--- src/rtl/mul_n.sv ---
// mul_n: sequential radix-2 shift-add unsigned multiplier.
//
// Computes y = a * b (full 2*SIZE-bit product). Each product takes exactly
// SIZE add/shift steps, whatever the operand values.
//
// Ports:
//   clk       - rising-edge clock
//   rst_n     - asynchronous active-low reset
//   in_valid  - operands a/b are valid
//   in_ready  - engine is idle and can accept operands
//   a, b      - unsigned multiplicand / multiplier (SIZE bits)
//   out_valid - y holds a completed product
//   out_ready - consumer accepts y
//   y         - registered 2*SIZE-bit product; holds the last result
module mul_n #(
  parameter int SIZE = 4
) (
  input  logic                clk,
  input  logic                rst_n,
  input  logic                in_valid,
  output logic                in_ready,
  input  logic [SIZE-1:0]     a,
  input  logic [SIZE-1:0]     b,
  output logic                out_valid,
  input  logic                out_ready,
  output logic [2*SIZE-1:0]   y
);

  localparam int CW = $clog2(SIZE);
  localparam logic [CW-1:0] LAST_STEP = CW'(SIZE - 1);

  typedef enum logic [1:0] {
    IDLE,
    BUSY,
    DONE
  } state_t;

  state_t state;
  state_t next_state;

  logic [2*SIZE-1:0] mcand;
  logic [SIZE-1:0]   mplier;
  logic [2*SIZE-1:0] acc;
  logic [CW-1:0]     count;
  logic [2*SIZE-1:0] sum;
  logic              last_step;

  // The step's sum is shared by the accumulator update and the final write
  // into y, so the product lands in y on the last BUSY edge, not one later.
  assign sum       = acc + (mplier[0] ? mcand : '0);
  assign last_step = (state == BUSY) && (count == LAST_STEP);

  // Handshake outputs decode straight from the state register.
  assign in_ready  = (state == IDLE);
  assign out_valid = (state == DONE);

  // State register.
  always_ff @(posedge clk or negedge rst_n) begin
    if (!rst_n) begin
      state <= IDLE;
    end else begin
      state <= next_state;
    end
  end

  // Next-state logic.
  always_comb begin
    next_state = state;
    case (state)
      IDLE: if (in_valid)  next_state = BUSY;
      BUSY: if (last_step) next_state = DONE;
      DONE: if (out_ready) next_state = IDLE;
      default: next_state = IDLE;
    endcase
  end

  // Datapath: operand capture on accept, one shift-add step per BUSY cycle.
  always_ff @(posedge clk or negedge rst_n) begin
    if (!rst_n) begin
      mcand  <= '0;
      mplier <= '0;
      acc    <= '0;
      count  <= '0;
      y      <= '0;
    end else begin
      case (state)
        IDLE: begin
          if (in_valid) begin
            mcand  <= {{SIZE{1'b0}}, a};
            mplier <= b;
            acc    <= '0;
            count  <= '0;
          end
        end
        BUSY: begin
          acc    <= sum;
          mcand  <= mcand << 1;
          mplier <= mplier >> 1;
          count  <= count + CW'(1);
          if (last_step) begin
            y <= sum;
          end
        end
        default: ;
      endcase
    end
  end

endmodule

--- config.mk ---
export PLATFORM = sky130hd
export DESIGN_NAME = mul_n
export DESIGN_NICKNAME = d
export VERILOG_FILES = /design/src/rtl/mul_n.sv
export SDC_FILE = /design/constraint.sdc
export NUM_CORES = 1
export LEC_CHECK = 0
export CAP_MARGIN = 15
export CORE_ASPECT_RATIO = 1.2
export CORE_MARGIN = 8
export CORE_UTILIZATION = 54
export CTS_CLUSTER_SIZE = 20
export DETAILED_ROUTE_END_ITERATION = 12
export GPL_TIMING_DRIVEN = 0
export PLACE_DENSITY = 0.88
export SETUP_SLACK_MARGIN = 0.05
export SLEW_MARGIN = 0
export SYNTH_ARGS = -nofsm -noshare
export SYNTH_HDL_FRONTEND = slang
export SYNTH_SLANG_ARGS = --single-unit
--- constraint.sdc ---
create_clock -name clk -period 3.06 [get_ports clk]
set_input_delay 0.612 -clock clk [delete_from_list [all_inputs] [get_ports clk]]
set_output_delay 0.612 -clock clk [all_outputs]
set_load 0.01 [all_outputs]
After elaboration in Yosys (flattened, before gate mapping)
Index checks and enable logic that the tools add are counted.

word-level totals
  register bits after elaboration = 32
  input bits = 12
  word-level logic and storage cells = 33
  output and inout bits = 10

operators by class
  reduce and logical (&&, ||, !) cells = 6
  muxes and demuxes = 13
  eq/ne operators = 6
  add/sub/neg operators = 2

operator list
  kind                                                                   number
  8-bit case mux with 2 select lines                                     2
  8-bit two-way mux                                                      3
  8-bit adder                                                            1
  2-bit two-way mux                                                      4
  4-bit case mux with 2 select lines                                     1
  2-bit case mux with 3 select lines                                     1
  2-bit equality test, second input constant                             2
  4-bit two-way mux                                                      1
  2-bit != test, second input constant                                   2
  2-bit case mux with 2 select lines                                     1
  2-bit AND reduction                                                    2
  3-bit AND reduction                                                    1
  2-bit by 1-bit adder with 2-bit output, second input constant          1
  2-bit by 1-bit equality test with 1-bit output, second input constant  1
  2-bit zero test                                                        1
  2-bit by 1-bit != test with 1-bit output, second input constant        1
  2-bit nonzero test                                                     1
  1-bit logical AND                                                      1

Logic depth before layout (Yosys ltp)
Gate-level depths: netlist of the first run.

  word-level depth = 4
  gate-level depth with buffers = 9

Least setup slack after synthesis of the first run
Ideal clock, no wire load.

  path type = reg2reg
  start point = register mplier[0]
  end point = register acc[6]
  arrival = 2.067 ns
  path slack = 0.871 ns
  cell stages (with the launch flop) = 10
  path buffers = 0
  cell sequence = dfrtp_1 and2_1 ha_1 inv_1 fa_1 nor2b_4 o31a_1 o21a_1 or3_1 a32o_1

on the way
  cells in the longest elaborated chain, start to end = 3

RTL lines
  what                                line  text
  from (decl)                         42    logic [SIZE-1:0] mplier;
  from (signal assigned)              98    mplier <= mplier >> 1;
  8-bit two-way mux                   50    assign sum = acc + (mplier[0] ? mcand : '0);
  8-bit adder                         50
  8-bit case mux with 2 select lines  86    case (state)
  to (signal assigned)                96    acc <= sum;
  to (decl)                           43    logic [2*SIZE-1:0] acc;

Every way passes these cells.
A chain may end at the register's enable or synchronous reset.

Worst setup path in the final report of the first run
Same ends and word-level chain as after synthesis.

==> out/summary.json, run 1 <==
{
  "viasPerCell": {"value": 5.715},
  "drcViolationCount": {"value": 0},
  "dr_total_vias": {"value": 1303},
  "syn2layout_area_growth": {"value": 20.90, "unit": "%"},
  "placed_cells": {"value": 220},
  "initial_utilization": {"value": 54.97, "unit": "%"},
  "root_buffer": {"value": "clkbuf_4"},
  "worst_pin_slew": {"value": 0.8532, "unit": "ns"},
  "post_route_cells_drive_above_1_share": {"value": 6.250, "unit": "%"},
  "core_area": {"value": 0.002973, "unit": "mm^2"},
  "total_power": {"value": 1.735, "unit": "mW"},
  "number_of_antenna_repair_diodes": {"value": 0},
  "timing.critical_path.from_type": {"value": "flop"},
  "power-per-cell-area": {"value": 878.1, "unit": "mW/mm^2"},
  "largest_net_degree_at_the_start_of_global_routing": {"value": 18},
  "gp_congestion": {"value": 0.9042},
  "detail-route-antenna-nets": {"value": 0},
  "critPathKind": {"value": "flop to flop"},
  "ioPinCount": {"value": 22},
  "clk_pin_slew": {"value": 0.10, "unit": "ns"},
  "min_period": {"value": 2.389, "unit": "ns"},
  "final_report_max_slew_violation_count": {"value": 0},
  "overall_track_demand_over_capacity_in_global_routing": {"value": 15.74, "unit": "%"},
  "die_w": {"value": 66.22, "unit": "um"},
  "layout.cells.most_common": {"value": "dfrtp_1"},
  "max_clock_freq": {"value": 0.4186, "unit": "GHz"},
  "yosysTopAreaCellShare": {"value": 49.00, "unit": "%"},
  "final_setup_violations": {"value": 0},
  "postSynthNetCount": {"value": 183},
  "synth_largest_area_cell": {"value": "dfrtp_1"},
  "die-area": {"value": 0.005050, "unit": "mm^2"},
  "holdCritPathClass": {"value": "flop to flop"},
  "rsz0062_at_grt": {"value": "no"},
  "synthesis.instances": {"value": 162},
  "cts_tree": {"value": "yes"},
  "final_nets": {"value": 212},
  "utilization": {"value": 66.46, "unit": "%"},
  "timing.critical_path.fanout_max": {"value": 9},
  "place.detailed.hpwl": {"value": 2.657, "unit": "mm"},
  "ctsResizeCount": {"value": 0},
  "post_synth_num_cell_types": {"value": 30},
  "finalCritPeriodShare": {"value": 78.06, "unit": "%"},
  "std_cell_rows": {"value": 22},
  "clkLatencyLatePin": {"value": 0.33, "unit": "ns"},
  "timing_hold_violations_final": {"value": 0},
  "floorplan.die.height": {"value": 76.26, "unit": "um"},
  "antenna_found_initial": {"value": 0},
  "finalWirelength": {"value": 3.522, "unit": "mm"},
  "outcome": {"value": "complete, no violations"},
  "data_arrival_time_of_the_critical_path": {"value": 2.62, "unit": "ns"},
  "cts-buffers-inserted": {"value": 5},
  "clkSinkCount": {"value": 32},
  "worst_clock_skew_on_the_final_layout": {"value": 0.005269, "unit": "ns"},
  "irDropWorstVdd": {"value": 0.5399, "unit": "mV"},
  "htree_levels": {"value": 2},
  "synthesis.area": {"value": 0.001634, "unit": "mm^2"},
  "route.detailed.wl_per_inst": {"value": 15.45, "unit": "um"},
  "postCtsSetupRepairBufs": {"value": 0},
  "drv_cap": {"value": 0},
  "yosys_warnings": {"value": 0},
  "most_area_consuming_cells_after_synthesis": {"value": "dfrtp_1 49%, o21ai_0 6.7%, ha_1 6.1%, nand2_1 4.6%, a22o_1 4.3%"},
  "yosys_register_bits": {"value": 32},
  "final_cell_mix": {"value": "32 x dfrtp_1, 22 x o21ai_0, 21 x clkdlybuf4s50_1"},
  "grt_remaining_overflow": {"value": 0},
  "first_global_vias": {"value": 1347},
  "postSynthAreaPerCell": {"value": 10.09, "unit": "um^2"},
  "drt_iter0_drc": {"value": 47},
  "post_cts_hold_buffer_count": {"value": 0},
  "synth_seq_area_share": {"value": 49.00, "unit": "%"},
  "end_kind": {"value": "flop"},
  "tns": {"value": 0, "unit": "ns"},
  "dp_worst_setup_slack": {"value": 0.6981, "unit": "ns"},
  "post_layout_nonfiller_instances": {"value": 228},
  "leakagePower": {"value": 0.9177, "unit": "nW"},
  "wire_length_of_the_first_global_routing_pass": {"value": 6.120, "unit": "mm"},
  "cts-root-to-sink-buffers": {"value": 2},
  "cp_data_required_time": {"value": 3.29, "unit": "ns"},
  "timing.final.ws_setup": {"value": 0.6712, "unit": "ns"},
  "worst_slew_margin_rel": {"value": 42.94, "unit": "%"},
  "buffer_ports.inserted": {"value": 21},
  "drt-pass1-iter-count": {"value": 4}
}
-- cell usage after synthesis --
cell and instances:
and3b_1 4, a22oi_1 2, mux2i_1 1, a32o_1 1, a21oi_1 12, ha_1 8
xnor2_1 2, a41o_1 1, xor2_1 3, nor2b_1 6, nor2_1 5, o31a_1 1
buf_2 1, inv_1 5, or3_1 1, o211ai_1 1, a21o_1 1, dfrtp_1 32
nor2b_4 1, o21ai_0 22, nand2_1 20, and2_1 7, a22o_1 8, fa_1 1
clkbuf_1 6, o21a_1 2, mux2_2 3, a211oi_1 1, o21bai_1 2, nand2b_1 2
-- kinds of logic after synthesis --
group,count (synthesis),synth area share [%]
AOI/OAI and AO/OA,54,20.60
xor gates and xnor gates,5,2.680
adders and majority gates,9,7.351
buffers and inverters,12,2.833
DFF,32,49.00
muxes,4,2.680
and+or+nand+nor,46,14.85
-- metal layers --
metal  track usage [%]  routed length, um
met3             6.765                243
met2             24.10               1741
met4             8.565                 95
met1             17.71               1443
met5                 0                  0
-- power by group --
| group | switching (mW) | internal (mW) |
|---|---|---|
| sequential | 0.117 | 0.595 |
| clock | 0.141 | 0.113 |
| combinational | 0.401 | 0.366 |
-- cell type report --
type / instances / area (um^2)
timing repair buffer: 22 / 237.7
tap: 36 / 45.04
fill: 244 / 997.2
multi-input combinational: 118 / 787.0
sequential: 32 / 800.8
buffer: 7 / 27.53
clock buffer: 8 / 58.81
inverter: 5 / 18.77
-- state kept, by name, summed over array words and instances (netlist names) --
signal	count
mcand	8
mplier	4
count	2
y	8
state	2
acc	8
-- worst paths after layout --
| path | startpoint | cells after the start | endpoint | slack, ns |
|---|---|---|---|---|
| worst min register to register | y[5] | 2 | y[5] | 0.49 |
| max in group asynchronous | rst_n | 2 | mcand[4] | 1.74 |
| worst max register to register | mplier[0] | 9 | acc[6] | 0.67 |
| min in group asynchronous | rst_n | 1 | acc[6] | 0.76 |
| worst min-delay path | y[5] | 2 | y[5] | 0.49 |
| worst max-delay path | mplier[0] | 9 | acc[6] | 0.67 |
-- worst max-delay path, stage by stage (launching register included) --
cell and delay [ns]:
dfrtp_1 0.48, and2_1 0.18, ha_1 0.21, inv_1 0.08, fa_1 0.25, nor2b_4 0.05
o31a_1 0.26, o21a_1 0.18, or3_1 0.33, a32o_1 0.27
-- metrics by stage --
| stage | hold slack [ns] | instance area [um^2] |
|---|---|---|
| after detailed placement | 0.4691 | 1917 |
| after global placement | 0.4612 | 1889 |
| final | 0.4912 | 1976 |
| after floorplan | 0.3164 | 1634 |
| after CTS | 0.4924 | 1976 |
| after global routing | 0.5396 | 1976 |
Power figures use the tool's default switching activity.
==> run 2, diff against run 1 <==
--- a/config.mk
+++ b/config.mk
@@ -8,11 +8,11 @@
 export CAP_MARGIN = 15
 export CORE_ASPECT_RATIO = 1.2
 export CORE_MARGIN = 8
-export CORE_UTILIZATION = 54
+export CORE_UTILIZATION = 49
 export CTS_CLUSTER_SIZE = 20
 export DETAILED_ROUTE_END_ITERATION = 12
 export GPL_TIMING_DRIVEN = 0
-export PLACE_DENSITY = 0.88
+export PLACE_DENSITY = 0.84
 export SETUP_SLACK_MARGIN = 0.05
 export SLEW_MARGIN = 0
 export SYNTH_ARGS = -nofsm -noshare
==> constraint.sdc (replaced) <==
create_clock -name clk -period 2.06 [get_ports clk]
set_input_delay 0.412 -clock clk [delete_from_list [all_inputs] [get_ports clk]]
set_output_delay 0.412 -clock clk [all_outputs]
set_load 0.01 [all_outputs]
==> run 2 against run 1 <==
Effect of this change: the flow now finishes with violations (setup timing); non-clock buffer count rose by 5; global-route usage fell by 1.5 points; sequential cell count did not move; first-iteration DRC count rose by 6.4%; setup slack got worse by 0.80 ns; critical path type unchanged; largest cell class is now multi-input gates.
==> out/summary.json, run 2 (synthesis gave the netlist of run 1 again) <==
{
  "first_global_vias": {"value": 1330, "change": "was 1347"},
  "reg_top3": {"value": "acc: 8 flops, mcand: 8 flops, y: 8 flops", "change": "unchanged"},
  "floorplan.die.height": {"value": 79.26, "unit": "um", "change": "was 76.26 um"},
  "worstSetupStartpoint": {"value": "mplier[0]", "change": "unchanged"},
  "finalCritPeriodShare": {"value": 106.3, "unit": "%", "change": "was 78.06%"},
  "die_w": {"value": 68.72, "unit": "um", "change": "was 66.22 um"},
  "irDropWorstVdd": {"value": 0.7329, "unit": "mV", "change": "was 0.5399 mV"},
  "min_delay_path_depth": {"value": 2, "change": "unchanged"},
  "root_buffer": {"value": "clkbuf_8", "change": "was clkbuf_4"},
  "place.detailed.hpwl": {"value": 2.611, "unit": "mm", "change": "was 2.657 mm"},
  "number_of_antenna_repair_diodes": {"value": 0, "change": "unchanged"},
  "final_cell_mix": {"value": "31 x dfrtp_1, 22 x o21ai_0, 20 x nand2_1", "change": "was 32 x dfrtp_1, 22 x o21ai_0, 21 x clkdlybuf4s50_1"},
  "dr.max_layer_used": {"value": "met4", "change": "unchanged"},
  "post_layout_nonfiller_instances": {"value": 233, "change": "was 228"},
  "critPathKind": {"value": "flop to flop", "change": "unchanged"},
  "layout.cells.most_common": {"value": "dfrtp_1", "change": "unchanged"},
  "buffer_ports.inserted": {"value": 21, "change": "unchanged"},
  "placed_cells": {"value": 221, "change": "was 220"},
  "cts-root-to-sink-buffers": {"value": 2, "change": "unchanged"},
  "viasPerCell": {"value": 5.575, "change": "was 5.715"},
  "wl_met3": {"value": 204, "unit": "um", "change": "was 243 um"},
  "met2WireLength": {"value": 1.917, "unit": "mm", "change": "was 1.741 mm"},
  "clkLatencyLatePin": {"value": 0.29, "unit": "ns", "change": "was 0.33 ns"},
  "leakagePower": {"value": 0.9734, "unit": "nW", "change": "was 0.9177 nW"},
  "end_kind": {"value": "flop", "change": "unchanged"},
  "largest_net_degree_at_the_start_of_global_routing": {"value": 22, "change": "was 18"},
  "max_clock_freq": {"value": 0.4566, "unit": "GHz", "change": "was 0.4186 GHz"},
  "drt-pass1-iter-count": {"value": 4, "change": "unchanged"},
  "met1Wirelength": {"value": 1.506, "unit": "mm", "change": "was 1.443 mm"},
  "clkSinkCount": {"value": 32, "change": "unchanged"},
  "ioPinCount": {"value": 22, "change": "unchanged"},
  "initial_utilization": {"value": 50.25, "unit": "%", "change": "was 54.97%"},
  "reg2reg_from": {"value": "mplier[0]", "change": "unchanged"},
  "clk_pin_slew": {"value": 0.06, "unit": "ns", "change": "was 0.10 ns"},
  "drv_cap": {"value": 0, "change": "unchanged"},
  "cts_tree": {"value": "yes", "change": "unchanged"},
  "cts-buffers-inserted": {"value": 5, "change": "unchanged"},
  "timing.critical_path.from_type": {"value": "flop", "change": "unchanged"},
  "worstRegToRegCells": {"value": 9, "change": "unchanged"},
  "rsz0062_at_grt": {"value": "yes", "change": "was no"},
  "finalWirelength": {"value": 3.698, "unit": "mm", "change": "was 3.522 mm"},
  "final_area": {"value": 0.002096, "unit": "mm^2", "change": "was 0.001976 mm^2"},
  "min_period": {"value": 2.190, "unit": "ns", "change": "was 2.389 ns"},
  "antenna_found_initial": {"value": 0, "change": "unchanged"},
  "post_route_worst_hold_slack": {"value": 0.4766, "unit": "ns", "change": "was 0.4912 ns"},
  "core_area": {"value": 0.003252, "unit": "mm^2", "change": "was 0.002973 mm^2"},
  "timing.critical_path.fanout_max": {"value": 4, "change": "was 9"},
  "worst_pin_slew": {"value": 0.6184, "unit": "ns", "change": "was 0.8532 ns"},
  "post_dp_cell_area": {"value": 0.001923, "unit": "mm^2", "change": "was 0.001917 mm^2"},
  "final_setup_violations": {"value": 2, "change": "was 0"},
  "std_cell_rows": {"value": 23, "change": "was 22"},
  "gp_congestion": {"value": 0.8850, "change": "was 0.9042"},
  "final_nets": {"value": 217, "change": "was 212"},
  "timing.final.ws_setup": {"value": -0.1301, "unit": "ns", "change": "was 0.6712 ns"},
  "drcViolationCount": {"value": 0, "change": "unchanged"},
  "dp_worst_setup_slack": {"value": -0.2555, "unit": "ns", "change": "was 0.6981 ns"},
  "drt_iter0_drc": {"value": 50, "change": "was 47"},
  "worst_hold_launch": {"value": "y[1]", "change": "was y[5]"},
  "worst_clock_skew_on_the_final_layout": {"value": 0.007820, "unit": "ns", "change": "was 0.005269 ns"},
  "timing_hold_violations_final": {"value": 0, "change": "unchanged"},
  "route.detailed.wl_per_inst": {"value": 15.87, "unit": "um", "change": "was 15.45 um"},
  "overall_track_demand_over_capacity_in_global_routing": {"value": 14.25, "unit": "%", "change": "was 15.74%"},
  "dr_total_vias": {"value": 1299, "change": "was 1303"},
  "detail-route-antenna-nets": {"value": 0, "change": "unchanged"},
  "final_report_max_slew_violation_count": {"value": 0, "change": "unchanged"},
  "tns": {"value": -0.2210, "unit": "ns", "change": "was 0 ns"},
  "total_power": {"value": 2.760, "unit": "mW", "change": "was 1.735 mW"},
  "failed_checks": {"value": "setup timing"},
  "power-per-cell-area": {"value": 1317, "unit": "mW/mm^2", "change": "was 878.1 mW/mm^2"},
  "holdCritPathClass": {"value": "flop to flop", "change": "unchanged"},
  "data_arrival_time_of_the_critical_path": {"value": 2.37, "unit": "ns", "change": "was 2.62 ns"},
  "grt_remaining_overflow": {"value": 0, "change": "unchanged"},
  "wire_length_of_the_first_global_routing_pass": {"value": 5.865, "unit": "mm", "change": "was 6.120 mm"},
  "worst_slew_margin_rel": {"value": 58.64, "unit": "%", "change": "was 42.94%"},
  "utilization": {"value": 64.45, "unit": "%", "change": "was 66.46%"},
  "die-area": {"value": 0.005446, "unit": "mm^2", "change": "was 0.005050 mm^2"},
  "post_route_cells_drive_above_1_share": {"value": 14.29, "unit": "%", "change": "was 6.250%"},
  "cp_data_required_time": {"value": 2.24, "unit": "ns", "change": "was 3.29 ns"},
  "syn2layout_area_growth": {"value": 28.25, "unit": "%", "change": "was 20.90%"},
  "outcome": {"value": "complete, but fails checks", "change": "was complete, no violations"},
  "htree_levels": {"value": 2, "change": "unchanged"}
}
-- run 2: path summary, 6_finish.rpt --
kind / endpoint / slack (ns)
hold / removal: y[1] / 0.48
hold reg to reg: y[1] / 0.48
max in group asynchronous: mplier[0] / 1.02
setup / recovery: acc[6] / -0.13
setup reg to reg: acc[6] / -0.13
min in group asynchronous: acc[0] / 0.51
-- run 2: timing repair --
| item | CTS | global route |
|---|---|---|
| resized for setup | 8 | 4 |
| hold buffers | 0 | 0 |
| setup buffers | 4 | 1 |
| pin swaps | 4 | 1 |
| setup endpoints to repair | 6 | 11 |
-- run 2: layout make-up --
cell class | count | area, um^2
fillers | 271 | 1156
repair buffers | 27 | 276.5
clock buffers | 6 | 72.57
multi-input cells | 118 | 843.3
inverters | 5 | 18.77
flip-flops and latches | 32 | 802.0
well taps | 37 | 46.29
plain buffers | 7 | 31.28
clock inverters | 1 | 5.005
-- run 2: report_power, final --
group	switching, mW	internal (mW)	leakage (nW)
clock network	0.229	0.229	0.0410
logic	0.637	0.602	0.510
registers	0.176	0.888	0.422
-- run 2: metal layers --
layer | vias to the layer above | track usage [%]
met4 | 0 | 5.835
li1 | 630 | -
met5 | - | 0
met3 | 8 | 6.329
met1 | 631 | 14.81
met2 | 30 | 24.04
-- run 2: critical path, stage by stage, from the launching register on --
cell and delay, ns:
dfrtp_2 0.43, and2_4 0.15, ha_4 0.15, inv_2 0.05, fa_2 0.22, nor2b_4 0.05
o31a_1 0.25, o21a_1 0.19, or3_4 0.37, a32o_1 0.22
==> run 3, diff against run 2 <==
==> constraint.sdc (replaced) <==
create_clock -name clk -period 2.06 [get_ports clk]
set_input_delay 0.309 -clock clk [delete_from_list [all_inputs] [get_ports clk]]
set_output_delay 0.309 -clock clk [all_outputs]
set_load 0.01 [all_outputs]
==> run 3 against run 2 <==
Effect of this change: the run still ends with setup timing left; critical path depth is the same; non-clock buffer count is the same; die area is the same; sequential cell count is the same; power is essentially flat; combinational power is essentially flat; final area is essentially flat; worst hold slack lost 0.069 ns; global-route usage is the same; sequential share of layout area is essentially flat; largest power group unchanged.
==> out/summary.json, run 3 (synthesis gave the netlist of run 1 again) <==
{
  "total_power": {"value": 2.760, "unit": "mW", "change": "about the same"},
  "die_w": {"value": 68.72, "unit": "um", "change": "unchanged"},
  "holdCritPathClass": {"value": "input port to async pin", "change": "was flop to flop"},
  "irDropWorstVdd": {"value": 0.7302, "unit": "mV", "change": "was 0.7329 mV"},
  "grt_remaining_overflow": {"value": 0, "change": "unchanged"},
  "dr_total_vias": {"value": 1294, "change": "was 1299"},
  "worst_slew_margin_rel": {"value": 58.30, "unit": "%", "change": "was 58.64%"},
  "clkLatencyLatePin": {"value": 0.29, "unit": "ns", "change": "about the same"},
  "post_route_cells_drive_above_1_share": {"value": 14.29, "unit": "%", "change": "unchanged"},
  "post_route_worst_hold_slack": {"value": 0.4074, "unit": "ns", "change": "was 0.4766 ns"},
  "final_report_max_slew_violation_count": {"value": 0, "change": "unchanged"},
  "reg_top3": {"value": "acc: 8 flops, mcand: 8 flops, y: 8 flops", "change": "unchanged"},
  "buffer_ports.inserted": {"value": 21, "change": "unchanged"},
  "global_route.peak_usage_layer": {"value": "met2", "change": "unchanged"},
  "data_arrival_time_of_the_critical_path": {"value": 2.37, "unit": "ns", "change": "about the same"},
  "end_kind": {"value": "flop", "change": "unchanged"},
  "final_setup_violations": {"value": 2, "change": "unchanged"},
  "timing.final.ws_setup": {"value": -0.1304, "unit": "ns", "change": "was -0.1301 ns"},
  "critPathKind": {"value": "flop to flop", "change": "unchanged"},
  "viasPerCell": {"value": 5.554, "change": "was 5.575"},
  "die-area": {"value": 0.005446, "unit": "mm^2", "change": "unchanged"},
  "reg2reg_from": {"value": "mplier[0]", "change": "unchanged"},
  "final_nets": {"value": 217, "change": "unchanged"},
  "first_global_vias": {"value": 1330, "change": "unchanged"},
  "failed_checks": {"value": "setup timing", "change": "unchanged"},
  "root_buffer": {"value": "clkbuf_8", "change": "unchanged"},
  "place.detailed.hpwl": {"value": 2.611, "unit": "mm", "change": "unchanged"},
  "min_period": {"value": 2.190, "unit": "ns", "change": "about the same"},
  "worstRegToRegCells": {"value": 9, "change": "unchanged"},
  "floorplan.die.height": {"value": 79.26, "unit": "um", "change": "unchanged"},
  "finalCritPeriodShare": {"value": 106.3, "unit": "%", "change": "about the same"},
  "initial_utilization": {"value": 50.25, "unit": "%", "change": "unchanged"},
  "core_area": {"value": 0.003252, "unit": "mm^2", "change": "unchanged"},
  "cts-buffers-inserted": {"value": 5, "change": "unchanged"},
  "use_met1": {"value": 14.81, "unit": "%", "change": "unchanged"},
  "number_of_antenna_repair_diodes": {"value": 0, "change": "unchanged"},
  "std_cell_rows": {"value": 23, "change": "unchanged"},
  "cp_slowest_cell": {"value": "dfrtp_2", "change": "unchanged"},
  "route.detailed.wl_per_inst": {"value": 15.89, "unit": "um", "change": "was 15.87 um"},
  "htree_levels": {"value": 2, "change": "unchanged"},
  "rsz0062_at_grt": {"value": "yes", "change": "unchanged"},
  "power-per-cell-area": {"value": 1318, "unit": "mW/mm^2", "change": "was 1317 mW/mm^2"},
  "ioPinCount": {"value": 22, "change": "unchanged"},
  "timing.critical_path.buf_inv": {"value": 1, "change": "unchanged"},
  "post_cts_hold_buffer_count": {"value": 0, "change": "unchanged"},
  "detail-route-antenna-nets": {"value": 0, "change": "unchanged"},
  "reg2reg_setup_slack": {"value": -0.13, "unit": "ns", "change": "about the same"},
  "cpLargestDelayFamily": {"value": "compound AO/OA/AOI/OAI gates", "change": "unchanged"},
  "worst_clock_skew_on_the_final_layout": {"value": 0.008425, "unit": "ns", "change": "was 0.007820 ns"},
  "worst_pin_slew": {"value": 0.6236, "unit": "ns", "change": "was 0.6184 ns"},
  "cts_tree": {"value": "yes", "change": "unchanged"},
  "rr_endpoint": {"value": "acc[6]", "change": "unchanged"},
  "cts-root-to-sink-buffers": {"value": 2, "change": "unchanged"},
  "overall_track_demand_over_capacity_in_global_routing": {"value": 14.25, "unit": "%", "change": "unchanged"},
  "drt_iter0_drc": {"value": 40, "change": "was 50"},
  "layout.cells.most_common": {"value": "dfrtp_1", "change": "unchanged"},
  "wire_length_of_the_first_global_routing_pass": {"value": 5.865, "unit": "mm", "change": "unchanged"},
  "final_cell_mix": {"value": "31 x dfrtp_1, 22 x o21ai_0, 20 x nand2_1, 20 x clkdlybuf4s50_1, 12 x a21oi_1", "change": "was 31 x dfrtp_1, 22 x o21ai_0, 20 x nand2_1"},
  "timing.critical_path.from_type": {"value": "flop", "change": "unchanged"},
  "drv_cap": {"value": 0, "change": "unchanged"},
  "syn2layout_area_growth": {"value": 28.18, "unit": "%", "change": "was 28.25%"},
  "groute.layer.met3.usage": {"value": 6.329, "unit": "%", "change": "unchanged"},
  "utilization": {"value": 64.41, "unit": "%", "change": "was 64.45%"},
  "crit_path_max_incr_delay": {"value": 0.43, "unit": "ns", "change": "about the same"},
  "timing.critical_path.fanout_max": {"value": 4, "change": "unchanged"},
  "gp_congestion": {"value": 0.8850, "change": "unchanged"},
  "cp_data_required_time": {"value": 2.24, "unit": "ns", "change": "about the same"},
  "timing_hold_violations_final": {"value": 0, "change": "unchanged"},
  "critical_path.cell_chain": {"value": "and2_4 -> ha_4 -> inv_2 -> fa_2 -> nor2b_4 -> o31a_1 -> o21a_1 -> or3_4 -> a32o_1", "change": "unchanged"},
  "max_clock_freq": {"value": 0.4565, "unit": "GHz", "change": "was 0.4566 GHz"},
  "clkSinkCount": {"value": 32, "change": "unchanged"},
  "outcome": {"value": "complete, but fails checks", "change": "unchanged"},
  "drt-pass1-iter-count": {"value": 4, "change": "unchanged"},
  "antenna_found_initial": {"value": 0, "change": "unchanged"},
  "clk_pin_slew": {"value": 0.06, "unit": "ns", "change": "about the same"},
  "finalWirelength": {"value": 3.702, "unit": "mm", "change": "was 3.698 mm"},
  "drcViolationCount": {"value": 0, "change": "unchanged"},
  "use_met2": {"value": 24.04, "unit": "%", "change": "unchanged"},
  "leakagePower": {"value": 0.9643, "unit": "nW", "change": "was 0.9734 nW"},
  "largest_net_degree_at_the_start_of_global_routing": {"value": 22, "change": "unchanged"}
}
[run 3: cell count changes in the layout (fill, tap and decap cells not counted), sizes merged]
| cell | change |
|---|---|
| clkbuf | -1 |
| buf | +1 |
| clkdlybuf4s50 | +1 |
| dlygate4sd2 | -1 |
[run 3: per-layer routing]
| layer | share of wire [%] | up-vias |
|---|---|---|
| met1 | 41 | 626 |
| met3 | 5.4 | 8 |
| met5 | 0 | - |
| met2 | 52 | 29 |
| met4 | 1.8 | 0 |
| li1 | - | 631 |
[run 3: stage by stage]
step	setup WS, ns	TNS, ns	cell area, um^2	instances
after floorplan	-0.09914	-0.1773	1639	162
after global placement	-0.2271	-0.4458	1896	220
after detailed placement	-0.2555	-0.5694	1923	221
after CTS	-0.1177	-0.1975	2071	232
after global routing	-0.1840	-0.3612	2095	233
final	-0.1304	-0.2213	2095	233
[run 3: repair_timing]
action,CTS,global route
setup endpoints to repair,6,9
pin swaps,4,1
gates resized for setup,6,5
setup buffers,4,1
[run 3: how the worst max path moves through the flow]
stage          cells past startpoint      to       from
3_5_place_dp                       9  acc[6]  mplier[0]
3_3_place_gp                       9  acc[6]  mplier[0]
5_1_grt                            9  acc[6]  mplier[0]
2_1_floorplan                      9  acc[6]  mplier[0]
6_report                           9  acc[6]  mplier[0]
4_1_cts                            9  acc[6]  mplier[0]
[run 3: final cells by class]
class	instances	area, um^2
buffer	7	28.78
multi-input combinational	118	843.3
sequential	32	802.0
timing repair buffer	27	277.8
inverter	5	18.77
clock buffer	6	72.57
clock inverter	1	5.005
fill	273	1157
tap	37	46.29
[run 3: report_power, final]
part | switching, mW | total, mW | internal (mW) | leakage [nW]
registers | 0.177 | 1.06 | 0.888 | 0.422
clock network | 0.227 | 0.457 | 0.229 | 0.0410
logic | 0.636 | 1.24 | 0.603 | 0.501
